[src/rtl/sample_stream_pipe.sv]
// Valid/ready stream stage: per-word pass/add/subtract/invert feeding a DEPTH-entry result FIFO.
// Optional statistics counters are enabled with `define SAMPLE_STREAM_PIPE_STATS_EN.
module sample_stream_pipe #(
    parameter int DATA_WIDTH = 16,
    parameter int DEPTH      = 4
) (
    input  logic                    clk,
    input  logic                    rst_n,
    input  logic [1:0]              cfg_mode,
    input  logic [DATA_WIDTH-1:0]   cfg_operand,
    input  logic [DATA_WIDTH-1:0]   stream_in_data,
    input  logic                    stream_in_valid,
    output logic                    stream_in_ready,
    output logic [DATA_WIDTH-1:0]   stream_out_data,
    output logic                    stream_out_wrap,
    output logic                    stream_out_valid,
    input  logic                    stream_out_ready,
    output logic [$clog2(DEPTH):0]  fill_level
`ifdef SAMPLE_STREAM_PIPE_STATS_EN
    ,
    output logic [31:0]             stat_accepted,
    output logic [15:0]             stat_wraps
`endif
);

    localparam int AW = $clog2(DEPTH);
    localparam int CW = AW + 1;

    logic [DATA_WIDTH-1:0] r_data [DEPTH];
    logic [DEPTH-1:0]      r_wrap;
    logic [AW-1:0]         r_wptr;
    logic [AW-1:0]         r_rptr;
    logic [CW-1:0]         r_count;
    logic                  r_inReady;

    logic                  w_accept;
    logic                  w_transfer;
    logic [DATA_WIDTH:0]   w_sum;
    logic [DATA_WIDTH:0]   w_diff;
    logic [DATA_WIDTH-1:0] w_result;
    logic                  w_resultWrap;
    logic [CW-1:0]         w_countNext;

    assign w_accept   = stream_in_valid && r_inReady;
    assign w_transfer = stream_out_ready && (r_count != '0);

    // The extra top bit of the sum/difference is the carry or the borrow.
    always_comb begin
        w_sum        = {1'b0, stream_in_data} + {1'b0, cfg_operand};
        w_diff       = {1'b0, stream_in_data} - {1'b0, cfg_operand};
        w_result     = stream_in_data;
        w_resultWrap = 1'b0;
        case (cfg_mode)
            2'b01:   {w_resultWrap, w_result} = w_sum;
            2'b10:   {w_resultWrap, w_result} = w_diff;
            2'b11:   w_result = ~stream_in_data;
            default: ;
        endcase
    end

    always_comb begin
        w_countNext = r_count;
        case ({w_accept, w_transfer})
            2'b10:   w_countNext = r_count + CW'(1);
            2'b01:   w_countNext = r_count - CW'(1);
            default: ;
        endcase
    end

    // Storage is cleared on reset so the head output is never X.
    always_ff @(posedge clk or negedge rst_n) begin
        if (!rst_n) begin
            for (int i = 0; i < DEPTH; i++) begin
                r_data[i] <= '0;
            end
            r_wrap <= '0;
        end else if (w_accept) begin
            r_data[r_wptr] <= w_result;
            r_wrap[r_wptr] <= w_resultWrap;
        end
    end

    // Ready is registered from the next fill level, so it stays low through reset.
    always_ff @(posedge clk or negedge rst_n) begin
        if (!rst_n) begin
            r_wptr    <= '0;
            r_rptr    <= '0;
            r_count   <= '0;
            r_inReady <= 1'b0;
        end else begin
            if (w_accept) begin
                r_wptr <= r_wptr + AW'(1);
            end
            if (w_transfer) begin
                r_rptr <= r_rptr + AW'(1);
            end
            r_count   <= w_countNext;
            r_inReady <= (w_countNext != CW'(DEPTH));
        end
    end

    assign stream_in_ready  = r_inReady;
    assign stream_out_valid = (r_count != '0);
    assign stream_out_data  = r_data[r_rptr];
    assign stream_out_wrap  = r_wrap[r_rptr];
    assign fill_level       = r_count;

`ifdef SAMPLE_STREAM_PIPE_STATS_EN
    logic [31:0] r_statAccepted;
    logic [15:0] r_statWraps;

    always_ff @(posedge clk or negedge rst_n) begin
        if (!rst_n) begin
            r_statAccepted <= '0;
            r_statWraps    <= '0;
        end else if (w_accept) begin
            r_statAccepted <= r_statAccepted + 32'd1;
            if (w_resultWrap && (r_statWraps != 16'hFFFF)) begin
                r_statWraps <= r_statWraps + 16'd1;
            end
        end
    end

    assign stat_accepted = r_statAccepted;
    assign stat_wraps    = r_statWraps;
`endif

endmodule

[config.mk]
export PLATFORM = sky130hd
export DESIGN_NAME = sample_stream_pipe
export DESIGN_NICKNAME = d
export VERILOG_FILES = /design/src/rtl/sample_stream_pipe.sv
export SDC_FILE = /design/constraint.sdc
export NUM_CORES = 1
export LEC_CHECK = 0
export CAP_MARGIN = 0
export CORE_UTILIZATION = 45
export DETAILED_ROUTE_END_ITERATION = 8
export DONT_BUFFER_PORTS = 1
export HOLD_SLACK_MARGIN = 0.08
export REMOVE_ABC_BUFFERS = 1
export SETUP_SLACK_MARGIN = 0.4
export SLEW_MARGIN = 30
export SYNTH_ARGS = -nofsm -noshare
export SYNTH_HDL_FRONTEND = slang
export SYNTH_SLANG_ARGS = --single-unit
[constraint.sdc]
create_clock -name clk -period 5.6 [get_ports clk]
set_input_delay 0.84 -clock clk [delete_from_list [all_inputs] [get_ports clk]]
set_output_delay 0.84 -clock clk [all_outputs]
set_load 0.02 [all_outputs]
==> run summary <==
=================================================================================
Critical Path RT                                                          5.79 ns
Final ANT Viol Nets                                                             0
Share of the yosys chip area belonging to registers                         0.345
Worst slew margin                                                           0.380
Number of optimization iterations in the first detailed-route pass              5
Number of placement rows                                                       40
Number of synthesized register bits                                            76
NumNets Final                                                                 674
Combinational share of power                                                0.414
Global-route met2 utilization                                               0.356
Largest net degree at the start of global routing                              77
Power per cell area                                                    449 mW/mm²
Via count                                                                   4,438
Tcrit/Tclk final                                                            0.558
R2R depth                                                                       8
Post-route clock skew                                                  0.00310 ns
Yosys cell types                                                               68
Number of I/O pins                                                             60
GR Overflow Total                                                               0
Critical path fanouts, max                                                      5
Area grow syn2layout                                                        6.84%
Design area                                                           0.00589 mm²
Pre-CTS setup slack                                                       2.14 ns
RD Place Congestion                                                         0.918
Post-synthesis instance area                                          0.00551 mm²
Share of cells above drive strength 1                                       0.104
Vertical extent of the die                                                 113 µm
CTS Buffer Depth                                                                2
CTS Sinks                                                                      76
Classification of the worst setup path                               input port to register
Run status                                                           complete, no violations
Nature of the critical path endpoint                                     register
Detailed-placement wirelength estimate                                    9.88 mm
CTS tree                                                                    built
Final Hold Fails                                                                0
Number of antenna violations at the first check in global routing               0
Initial detailed-routing violation count                                      294
Gate Count Post-Synth                                                         611
Cell taking the most area after synthesis                            sky130_fd_sc_hd__dfrtp_1
Number of failing setup endpoints in the final timing report                    0
Chip width                                                                 113 µm
Number of hold buffers added after cts                                          0
Detailed-route DRC error count                                                  0
Internal cell power                                                       1610 µW
Number of max-slew violations in the final report                               0
Timing-limited maximum frequency                                          320 MHz
Average wire per cell in the routed design                                18.2 µm
Net switching power                                                       1040 µW
Library cell used as clock root buffer                               sky130_fd_sc_hd__clkbuf_16
Proportion of netlist area held by the largest area contributor             0.345
Slew at the pin with the worst max-slew slack                            0.931 ns
Global route hottest layer                                                   met2
Synth area leaders                                                   sky130_fd_sc_hd__dfrtp_1 35%, sky130_fd_sc_hd__ha_1 9.5%, sky130_fd_sc_hd__mux4_2 6.9%
Part of the total power dissipated in sequential elements                   0.371
Proportion of power drawn by the clock network                              0.214
Clock transition at the registers of the reported paths                   0.06 ns
Drt total wl                                                              13.6 mm
Worst setup slack after layout                                            2.48 ns
Number of input and output port buffers inserted                                0
Switching power share of the total                                          0.393
Reg2reg setup slack                                                       3.24 ns
Average instance area after synthesis                                    9.02 µm²
Timing startpoint of the critical path                               stream_in_data[0]
Maxcap violations                                                               0
Crit path arrival time                                                    3.31 ns
YS warnings                                                                     0
Core area                                                              0.0120 mm²
Insertion delay of the later-clocked pin in the worst-skew pair           0.33 ns
Class of the tightest hold or removal check                          input port to asynchronous set/reset pin
Post-synth ARST share                                                        1.00
Setup repair after global routing missed its margin                         false
Post_cts resized                                                                0
Kind of launch point of the worst setup path                           input port
Total negative slack for setup checks                                        0 ns
Effective utilization at floorplan                                          0.461
Worst r2r src                                                        fill_level[1]$_DFF_PN0_
Num CTS Buffers                                                                 9
Number of global-route vias before repair                                   4,317
Die ar.                                                                0.0127 mm²
Met1 track demand over resource in global routing                           0.315
Post CTS Setup Buffer Count                                                     0
Minimum clock period after layout                                         3.12 ns
Aggregate global-route resource usage                                       0.226
Worst IR Drop VDD                                                          172 µV
Depth of the CTS H-tree                                                         3
Final antenna diode count                                                       0
Cell area after placement                                             0.00558 mm²
Leakage component of the power                                         0.00262 µW
Vias/cell                                                                    5.97
Global-route wire length before repair                                    22.4 mm
Met3 GRT Util                                                              0.0340
Post-synth EDFFs                                                                0
Predominant post-synthesis flop cell                                 sky130_fd_sc_hd__dfrtp_1
=================================================================================
Yosys cell counts, drive strengths merged, types with 2 or more instances:
library cell,n
nand2,86
dfrtp,76
o21ai,56
inv,50
a21oi,44
ha,42
nor2,41
o31ai,34
clkbuf,27
mux4,17
xnor2,13
buf,9
nand3,9
o221ai,7
o22ai,7
a211oi,5
and3,5
mux2,5
mux2i,5
xor2,5
nor3,4
nor4,4
o21a,4
o21bai,4
o41ai,4
a221oi,3
fa,3
nand2b,3
nand4,3
nor2b,3
or3,3
or4,3
a31oi,2
o211a,2
o211ai,2
o311ai,2
o31a,2
placed cells by master, fill, tap and decap left out, drive strengths merged, types with 4 or more instances in the layout:
cell type	instances
o41ai	4
nand3	9
mux2i	5
inv	50
ha	42
dfrtp	76
buf	5
a211oi	5
o21ai	56
o21bai	4
mux4	17
nor2	41
a21oi	44
o21a	4
o31ai	34
xnor2	13
nor3	4
nand2	86
mux2	5
nor4	4
o221ai	7
and3	5
xor2	5
o22ai	7
clkbuf	16
routing by layer:
metal / routed length, µm / share of wire / up-vias
li1: - / - / 2148
met1: 6290 / 0.46 / 2129
met2: 6210 / 0.46 / 144
met3: 816 / 0.060 / 17
met4: 237 / 0.017 / 0
met5: 0 / 0 / -
state kept, by name, summed over array words and instances, names as in the netlist:
signal / cells
r_wptr: 2
stream_in_ready: 1
r_wrap: 4
fill_level: 3
r_rptr: 2
r_data: 64
power by group through the flow:
stage,clock network (µW),logic [µW],registers [µW]
2_1_floorplan,0,865,961
3_3_place_gp,0,1090,973
3_5_place_dp,0,1110,989
4_1_cts,579,1110,982
5_1_grt,606,1220,1010
6_report,567,1100,982
logic make-up (layout without fill, tap and decap cells):
kind of cell	count (synthesis)	in the layout	share of synthesized area
compound gates	190	190	0.235
fa+ha+maj	45	45	0.106
buf+inv	87	72	0.0613
simple gates	168	168	0.135
xor+xnor	18	18	0.0286
mux	27	27	0.0888
flops	76	76	0.345
area by class of cell:
| class | count | area (µm²) |
|---|---|---|
| fill | 1124 | 6080 |
| multi-input combinational | 448 | 3270 |
| sequential | 76 | 1900 |
| clock buffer | 16 | 302 |
| inverter | 51 | 191 |
| tap | 147 | 184 |
| timing repair buffer | 5 | 37.5 |
worst max-delay path: stages:
cell                        delay, ns
sky130_fd_sc_hd__inv_1           0.03
sky130_fd_sc_hd__ha_1            0.18
sky130_fd_sc_hd__fa_1            0.41
sky130_fd_sc_hd__and2b_1         0.23
sky130_fd_sc_hd__o21ai_2         0.08
sky130_fd_sc_hd__a2111oi_4       0.38
sky130_fd_sc_hd__nor2_2          0.13
sky130_fd_sc_hd__o311ai_2        0.30
sky130_fd_sc_hd__xor2_1          0.10
sky130_fd_sc_hd__a222oi_1        0.48
sky130_fd_sc_hd__o31ai_1         0.15
final timing paths:
kind                                                  end
worst max-delay path               r_data[30]$_DFFE_PN0P_
worst min-delay path               r_data[48]$_DFFE_PN0P_
worst max register to register  stream_in_ready$_DFF_PN0_
worst min register to register     r_data[22]$_DFFE_PN0P_
max in group asynchronous           r_data[1]$_DFFE_PN0P_
min in group clk                   r_data[22]$_DFFE_PN0P_
metrics by stage:
step | util | hold WS, ns | total power [µW] | instances
2_1_floorplan | - | 0.440 | 1830 | 575
3_3_place_gp | 0.467 | 0.455 | 2060 | 727
3_5_place_dp | 0.467 | 0.462 | 2090 | 727
4_1_cts | 0.492 | 0.188 | 2670 | 743
5_1_grt | 0.492 | 0.185 | 2840 | 743
6_report | 0.492 | 0.201 | 2640 | 743
Power figures use the tool's default switching activity.
